File: src/rtl/dll_dllp_rx_decoder.sv
// rtl/dll_dllp_rx_decoder.sv - Two-stage multi-slot DLLP receive decoder
// Stage 1 captures the beat and per-slot framing; stage 2 CRC-checks, decodes and updates outputs.
module dll_dllp_rx_decoder #(
  parameter int PIPE_DATA_WIDTH = 256,
  parameter int SLOT_CNT        = 2,
  parameter int CREDIT_DEPTH    = 12,
  parameter int ERR_CNT_W       = 16
) (
  input  logic                       sclk,
  input  logic                       srst_n,
  input  logic                       clear_i,
  input  logic                       pipe2dll_valid_i,
  input  logic [PIPE_DATA_WIDTH-1:0] pipe2dll_data_i,
  output logic                       init1_received_o,
  output logic                       init2_received_o,
  output logic [CREDIT_DEPTH-1:0]    ep_cl_p_h_o,
  output logic [CREDIT_DEPTH-1:0]    ep_cl_p_d_o,
  output logic [CREDIT_DEPTH-1:0]    ep_cl_np_h_o,
  output logic [CREDIT_DEPTH-1:0]    ep_cl_np_d_o,
  output logic [CREDIT_DEPTH-1:0]    ep_cl_cpl_h_o,
  output logic [CREDIT_DEPTH-1:0]    ep_cl_cpl_d_o,
  output logic [CREDIT_DEPTH-1:0]    ep_cc_p_h_o,
  output logic [CREDIT_DEPTH-1:0]    ep_cc_p_d_o,
  output logic [CREDIT_DEPTH-1:0]    ep_cc_np_h_o,
  output logic [CREDIT_DEPTH-1:0]    ep_cc_np_d_o,
  output logic [CREDIT_DEPTH-1:0]    ep_cc_cpl_h_o,
  output logic [CREDIT_DEPTH-1:0]    ep_cc_cpl_d_o,
  output logic                       ack_valid_o,
  output logic [11:0]                ack_seq_o,
  output logic                       nak_valid_o,
  output logic [11:0]                nak_seq_o,
  output logic [ERR_CNT_W-1:0]       crc_err_cnt_o,
  output logic [ERR_CNT_W-1:0]       unk_type_cnt_o
);

  localparam int          NW        = $clog2(SLOT_CNT + 1);
  localparam logic [15:0] SDP_TOKEN = 16'hACF0;
  localparam logic [15:0] CRC_POLY  = 16'h100B;

  logic flush;
  assign flush = !srst_n || clear_i;

  // Lanes above the last slot are never decoded.
  logic unused_beat;
  assign unused_beat = ^pipe2dll_data_i;

  function automatic logic [15:0] crc_lfsr(input logic [31:0] body);
    logic [15:0] lfsr;
    lfsr = 16'hFFFF;
    for (int i = 31; i >= 0; i--) begin
      lfsr = {lfsr[14:0], 1'b0} ^ (CRC_POLY & {16{lfsr[15] ^ body[i]}});
    end
    return lfsr;
  endfunction

  function automatic logic [ERR_CNT_W-1:0] sat_add(input logic [ERR_CNT_W-1:0] a,
                                                   input logic [NW-1:0] n);
    logic [ERR_CNT_W:0] sum;
    sum = {1'b0, a} + (ERR_CNT_W + 1)'(n);
    return sum[ERR_CNT_W] ? '1 : sum[ERR_CNT_W-1:0];
  endfunction

  // Stage 1 keeps slot bits [63:16]; the framing token is reduced to an active bit.
  logic                s1_valid_q;
  logic [SLOT_CNT-1:0] s1_active_q;
  logic [47:0]         s1_slot_q [SLOT_CNT];

  always_ff @(posedge sclk) begin
    if (flush) begin
      s1_valid_q  <= 1'b0;
      s1_active_q <= '0;
      for (int k = 0; k < SLOT_CNT; k++) s1_slot_q[k] <= '0;
    end else begin
      s1_valid_q <= pipe2dll_valid_i;
      for (int k = 0; k < SLOT_CNT; k++) begin
        s1_active_q[k] <= pipe2dll_valid_i && (pipe2dll_data_i[64*k +: 16] == SDP_TOKEN);
        s1_slot_q[k]   <= pipe2dll_data_i[64*k+16 +: 48];
      end
    end
  end

  logic [SLOT_CNT-1:0]     crc_ok;
  logic [7:0]              slot_type [SLOT_CNT];
  logic [CREDIT_DEPTH-1:0] slot_hdr  [SLOT_CNT];
  logic [CREDIT_DEPTH-1:0] slot_dat  [SLOT_CNT];
  logic [11:0]             slot_seq  [SLOT_CNT];

  for (genvar k = 0; k < SLOT_CNT; k++) begin : g_slot
    assign crc_ok[k]    = (s1_slot_q[k][47:32] == ~crc_lfsr(s1_slot_q[k][31:0]));
    assign slot_type[k] = s1_slot_q[k][7:0];
    assign slot_hdr[k]  = CREDIT_DEPTH'({s1_slot_q[k][13:8], s1_slot_q[k][23:22]});
    assign slot_seq[k]  = {s1_slot_q[k][19:16], s1_slot_q[k][31:24]};
    assign slot_dat[k]  = CREDIT_DEPTH'(slot_seq[k]);
  end

  logic [CREDIT_DEPTH-1:0] cl_h_q [3];
  logic [CREDIT_DEPTH-1:0] cl_h_d [3];
  logic [CREDIT_DEPTH-1:0] cl_d_q [3];
  logic [CREDIT_DEPTH-1:0] cl_d_d [3];
  logic [CREDIT_DEPTH-1:0] cc_h_q [3];
  logic [CREDIT_DEPTH-1:0] cc_h_d [3];
  logic [CREDIT_DEPTH-1:0] cc_d_q [3];
  logic [CREDIT_DEPTH-1:0] cc_d_d [3];
  logic [2:0]              init1_q, init1_d;
  logic [2:0]              init2_q, init2_d;
  logic                    ack_valid_q, ack_valid_d;
  logic                    nak_valid_q, nak_valid_d;
  logic [11:0]             ack_seq_q, ack_seq_d;
  logic [11:0]             nak_seq_q, nak_seq_d;
  logic [ERR_CNT_W-1:0]    crc_cnt_q, crc_cnt_d;
  logic [ERR_CNT_W-1:0]    unk_cnt_q, unk_cnt_d;
  logic [NW-1:0]           n_crc, n_unk;
  logic                    init2_done;

  assign init2_done = &init2_q;

  // Slots are walked low to high so the highest index overwrites same-beat conflicts.
  always_comb begin
    cl_h_d      = cl_h_q;
    cl_d_d      = cl_d_q;
    cc_h_d      = cc_h_q;
    cc_d_d      = cc_d_q;
    init1_d     = init1_q;
    init2_d     = init2_q;
    ack_valid_d = 1'b0;
    nak_valid_d = 1'b0;
    ack_seq_d   = ack_seq_q;
    nak_seq_d   = nak_seq_q;
    n_crc       = '0;
    n_unk       = '0;
    for (int k = 0; k < SLOT_CNT; k++) begin
      if (s1_valid_q && s1_active_q[k]) begin
        if (!crc_ok[k]) begin
          n_crc = n_crc + NW'(1);
        end else begin
          case (slot_type[k])
            8'h40, 8'h50, 8'h60: begin
              for (int t = 0; t < 3; t++) begin
                if (!init2_done && slot_type[k][5:4] == 2'(t)) begin
                  cl_h_d[t]  = slot_hdr[k];
                  cl_d_d[t]  = slot_dat[k];
                  init1_d[t] = 1'b1;
                end
              end
            end
            8'hC0, 8'hD0, 8'hE0: begin
              for (int t = 0; t < 3; t++) begin
                if (!init2_done && slot_type[k][5:4] == 2'(t)) init2_d[t] = 1'b1;
              end
            end
            8'h80, 8'h90, 8'hA0: begin
              for (int t = 0; t < 3; t++) begin
                if (slot_type[k][5:4] == 2'(t)) begin
                  cc_h_d[t] = slot_hdr[k];
                  cc_d_d[t] = slot_dat[k];
                end
              end
            end
            8'h00: begin
              ack_valid_d = 1'b1;
              ack_seq_d   = slot_seq[k];
            end
            8'h10: begin
              nak_valid_d = 1'b1;
              nak_seq_d   = slot_seq[k];
            end
            default: n_unk = n_unk + NW'(1);
          endcase
        end
      end
    end
  end

  assign crc_cnt_d = sat_add(crc_cnt_q, n_crc);
  assign unk_cnt_d = sat_add(unk_cnt_q, n_unk);

  always_ff @(posedge sclk) begin
    if (flush) begin
      for (int t = 0; t < 3; t++) begin
        cl_h_q[t] <= '0;
        cl_d_q[t] <= '0;
        cc_h_q[t] <= '0;
        cc_d_q[t] <= '0;
      end
      init1_q     <= '0;
      init2_q     <= '0;
      ack_valid_q <= 1'b0;
      nak_valid_q <= 1'b0;
      ack_seq_q   <= '0;
      nak_seq_q   <= '0;
      crc_cnt_q   <= '0;
      unk_cnt_q   <= '0;
    end else begin
      for (int t = 0; t < 3; t++) begin
        cl_h_q[t] <= cl_h_d[t];
        cl_d_q[t] <= cl_d_d[t];
        cc_h_q[t] <= cc_h_d[t];
        cc_d_q[t] <= cc_d_d[t];
      end
      init1_q     <= init1_d;
      init2_q     <= init2_d;
      ack_valid_q <= ack_valid_d;
      nak_valid_q <= nak_valid_d;
      ack_seq_q   <= ack_seq_d;
      nak_seq_q   <= nak_seq_d;
      crc_cnt_q   <= crc_cnt_d;
      unk_cnt_q   <= unk_cnt_d;
    end
  end

  assign init1_received_o = &init1_q;
  assign init2_received_o = init2_done;
  assign ep_cl_p_h_o      = cl_h_q[0];
  assign ep_cl_p_d_o      = cl_d_q[0];
  assign ep_cl_np_h_o     = cl_h_q[1];
  assign ep_cl_np_d_o     = cl_d_q[1];
  assign ep_cl_cpl_h_o    = cl_h_q[2];
  assign ep_cl_cpl_d_o    = cl_d_q[2];
  assign ep_cc_p_h_o      = cc_h_q[0];
  assign ep_cc_p_d_o      = cc_d_q[0];
  assign ep_cc_np_h_o     = cc_h_q[1];
  assign ep_cc_np_d_o     = cc_d_q[1];
  assign ep_cc_cpl_h_o    = cc_h_q[2];
  assign ep_cc_cpl_d_o    = cc_d_q[2];
  assign ack_valid_o      = ack_valid_q;
  assign ack_seq_o        = ack_seq_q;
  assign nak_valid_o      = nak_valid_q;
  assign nak_seq_o        = nak_seq_q;
  assign crc_err_cnt_o    = crc_cnt_q;
  assign unk_type_cnt_o   = unk_cnt_q;

endmodule

File: config.mk
export PLATFORM = sky130hd
export DESIGN_NAME = dll_dllp_rx_decoder
export DESIGN_NICKNAME = d
export VERILOG_FILES = /design/src/rtl/dll_dllp_rx_decoder.sv
export SDC_FILE = /design/constraint.sdc
export NUM_CORES = 1
export LEC_CHECK = 0
export CORE_ASPECT_RATIO = 0.75
export CORE_MARGIN = 2
export CORE_UTILIZATION = 48
export DETAILED_ROUTE_END_ITERATION = 10
export GPL_ROUTABILITY_DRIVEN = 0
export PLACE_DENSITY = 0.81
export SLEW_MARGIN = 20
export SYNTH_ARGS = -nofsm -noshare
export SYNTH_HDL_FRONTEND = slang
export SYNTH_SLANG_ARGS = --single-unit
File: constraint.sdc
create_clock -name sclk -period 7.15 [get_ports sclk]
set_input_delay 1.0725 -clock sclk [delete_from_list [all_inputs] [get_ports sclk]]
set_output_delay 1.0725 -clock sclk [all_outputs]
set_load 0.02 [all_outputs]
==> results.py <==
metrics = {
    "die": {
        "num_rows": 57,
        "core_sq_mm": 0.03231,
        "die_h_microns": 160.6,
        "die-area_sq_mm": 0.03416,
        "dieWidth_microns": 212.7,
        "num_io_pins": 464,
        "start_util_pct": 48.55,
    },
    "job": {
        "cap_violations": 0,
    },
    "sta": {
        "grt_setup_unrepaired": "false",
        "hold_viol_final": 0,
        "slew_headroom_pct": 31.59,
        "fmax_mhz": 146.5,
        "clock_skew_ns": 0.02549,
        "finalSetupTns_ns": 0,
        "setup_viol": 0,
        "period_share_pct": 95.48,
        "post-route-min-period_ns": 6.827,
        "slew_violations": 0,
        "worstMarginPinSlew_ns": 1.026,
    },
    "synth": {
        "async_reset_ff_share_pct": 0,
        "ys_ff_latch": 307,
        "synth_nets": 1755,
        "synth_top_area_share_pct": 39.18,
        "syn-cell-area_sq_mm": 0.01569,
        "syn_area_per_cell_sq_um": 10.55,
        "synth_common_cells": "dfxtp_1, mux2i_1, nor2_1",
        "synth_edf_count": 0,
        "yosys_warnings": 0,
        "yosysMostFrequentCell": "dfxtp_1",
        "synthDistinctLibCells": 64,
        "synth_area_leader_cell": "dfxtp_1",
        "syn_inst": 1487,
        "synth_seq_area_share_pct": 39.18,
        "synth.area.top_cells": "dfxtp_1, mux2i_1, xnor3_1",
        "synth-main-ff-cell": "dfxtp_1",
    },
    "setup_path": {
        "crit_type": "flip-flop to flip-flop",
        "crit_top_cell": "xnor2_1",
        "crit_chain": "buf_4 -> xnor2_1 -> xnor2_1 -> xnor2_1 -> xnor3_2 -> xor2_1 -> xnor3_1 -> a211oi_2 -> nor4b_2 -> nand2_2 -> ha_1 -> nand2_1 -> a21boi_0 -> ha_1 -> inv_1 -> fa_1 -> nor2_1 -> and3_1 -> and3_1 -> nand2_1 -> or3_1 -> a21oi_1",
        "worstSetupStartpointType": "flip-flop",
        "cp.arrival_ns": 7.26,
        "slowest_stage": "xnor2_1",
        "cp-end-kind": "flip-flop",
        "worst_path_largest_cell_delay_ns": 0.67,
        "worstPathRequired_ns": 7.59,
        "path_max_fanout": 13,
    },
    "power_and_ir_drop": {
        "clkPwrFrac_pct": 32.2,
        "pwr-share-seq_pct": 33.4,
        "power.switching_mw": 1.659,
        "swShare_pct": 31.32,
        "pwr_density_cell_mw_per_mm2": 259.9,
        "p_leak_nw": 8.664,
        "p_total_mw": 5.297,
        "p_comb_share_pct": 34.4,
        "p_int_mw": 3.638,
        "ir_worst_vdd_uv": 161.4,
    },
    "global_route": {
        "grtUsageTotal_pct": 28.62,
        "antenna_found_initial": 0,
        "grt.overflow.total": 0,
        "grt_pass1_vias": 12200,
        "grt_max_degree": 112,
        "grt_pass1_wl_mm": 73.90,
    },
    "detailed_routing": {
        "drt-wirelength-per-cell_microns": 22.13,
        "wl_mm": 49.58,
        "via_count": 12390,
        "drc": 0,
        "ant_nets": 0,
        "drt-pass1-iter-count": 5,
        "first_iter_violations": 975,
        "via_per_inst": 5.533,
    },
    "cts": {
        "hold_buffers": 0,
        "htreeDepth": 2,
        "ctsResizeCount": 0,
        "clkTransAtPathRegs_ns": 0.06,
        "postCtsSetupBuffers": 0,
        "numCtsBuffers": 34,
        "root_buffer": "clkbuf_16",
        "cts_buffer_depth": 3,
        "cts.sinks": 307,
        "cts_tree": "done",
        "clk_latency_ns": 0.54,
    },
    "cells_and_area": {
        "largest_reg_flops": 96,
        "largest-register": "s1_slot_q",
        "drive_gt1_share_pct": 10.73,
        "nets": 2044,
        "num_antenna_cells": 0,
        "fillers": 2586,
        "syn2layout_area_growth_pct": 29.93,
    },
    "placed_design": {
        "io_buffers": 335,
        "dp_hpwl_mm": 35.58,
    },
    "min_path": {
        "hp-class": "flip-flop to flip-flop",
    },
    "run_status": {
        "status": "finished clean",
    },
}
[final timing paths]
| kind | end | from | cells past startpoint | slack (ns) |
|---|---|---|---|---|
| hold reg to reg | ep_cl_cpl_h_o[8] | ep_cl_cpl_h_o[8] | 1 | 0.46 |
| hold / removal | ep_cl_cpl_h_o[8] | ep_cl_cpl_h_o[8] | 1 | 0.46 |
| setup / recovery | crc_err_cnt_o[5] | s1_slot_q[0][58] | 22 | 0.32 |
| setup reg to reg | crc_err_cnt_o[5] | s1_slot_q[0][58] | 22 | 0.32 |
[critical path, delay by kind of cell (launching register included)]
kind                     cells  cell delay, ns
flip-flops                   1            0.30
AO/OA/AOI/OAI                3            0.73
XOR/XNOR                     6            2.60
adder cells (fa/ha/maj)      3            0.96
buffers and inverters        2            0.25
AND/OR/NAND/NOR              8            1.86
[through the flow]
step	util (%)	instance area, sq um	worst slack, ns	hold slack (ns)	instances
detailed placement	59.69	19280	0.3937	0.4472	2182
global route	63.08	20380	0.007053	0.4652	2240
CTS	62.98	20350	0.3473	0.4620	2240
global placement	59.69	19280	0.5226	0.4433	2182
floorplan	-	15690	0.6600	0.4461	1487
finish	63.08	20380	0.3233	0.4580	2240
[area by class of cell]
cell class / instances / area (sq um) / share of cell area [%]
Tap cell: 442 / 553.0 / 2.713
Sequential cell: 307 / 6146 / 30.16
Clock buffer: 43 / 934.6 / 4.586
Clock inverter: 15 / 128.9 / 0.6323
Multi-Input combinational cell: 1042 / 8901 / 43.67
Inverter: 15 / 56.30 / 0.2763
Timing Repair Buffer: 376 / 3661 / 17.96
[logic make-up (layout without fill, tap and decap cells)]
family,after synthesis,count (layout),synth area share [%]
buffers and inverters,138,449,4.419
xor gates and xnor gates,234,234,19.45
and+or+nand+nor,402,402,14.67
AOI/OAI and AO/OA,247,247,11.90
adders and majority gates,8,8,0.7338
DFF,307,307,39.18
muxes,151,151,9.643
[power by group through the flow]
stage | clock, mW | sequential [mW] | combinational, mW
floorplan | 0 | 1.78 | 1.45
global placement | 0 | 1.80 | 1.72
detailed placement | 0 | 1.80 | 1.79
CTS | 1.72 | 1.77 | 1.79
global route | 1.79 | 1.77 | 1.96
finish | 1.71 | 1.77 | 1.82
[routing by layer]
layer	up-vias	global-route usage (%)	part of all wire, %
met4	0	9.059	2.7
met5	-	0	0
li1	5751	-	-
met3	95	6.942	9.2
met2	573	45.40	45
met1	5975	38.53	43
[placed cells by master, fill, tap and decap left out, drive strengths merged, types with 2 or more instances in the layout]
| master | n |
|---|---|
| nor2 | 123 |
| and2 | 115 |
| nor4b | 3 |
| o21ai | 46 |
| or2 | 2 |
| and4 | 14 |
| nor3b | 3 |
| xnor2 | 123 |
| a31oi | 4 |
| dfxtp | 307 |
| clkbuf | 43 |
| ha | 6 |
| inv | 18 |
| clkdlybuf4s50 | 335 |
| and3b | 3 |
| buf | 41 |
| nand4b | 6 |
| nor2b | 4 |
| o211ai | 3 |
| and3 | 7 |
| fa | 2 |
| a211oi | 102 |
| o22ai | 3 |
| nor4 | 9 |
| a21oi | 79 |
| clkinv | 10 |
| xnor3 | 54 |
| nand2b | 9 |
| nand4 | 15 |
| xor3 | 10 |
| o211a | 4 |
| mux2i | 150 |
| nand3 | 26 |
| nor3 | 17 |
| nor4bb | 2 |
| or4 | 5 |
| nand2 | 30 |
| or3 | 4 |
| xor2 | 47 |
No activity file was read; power rests on OpenSTA's default activity.
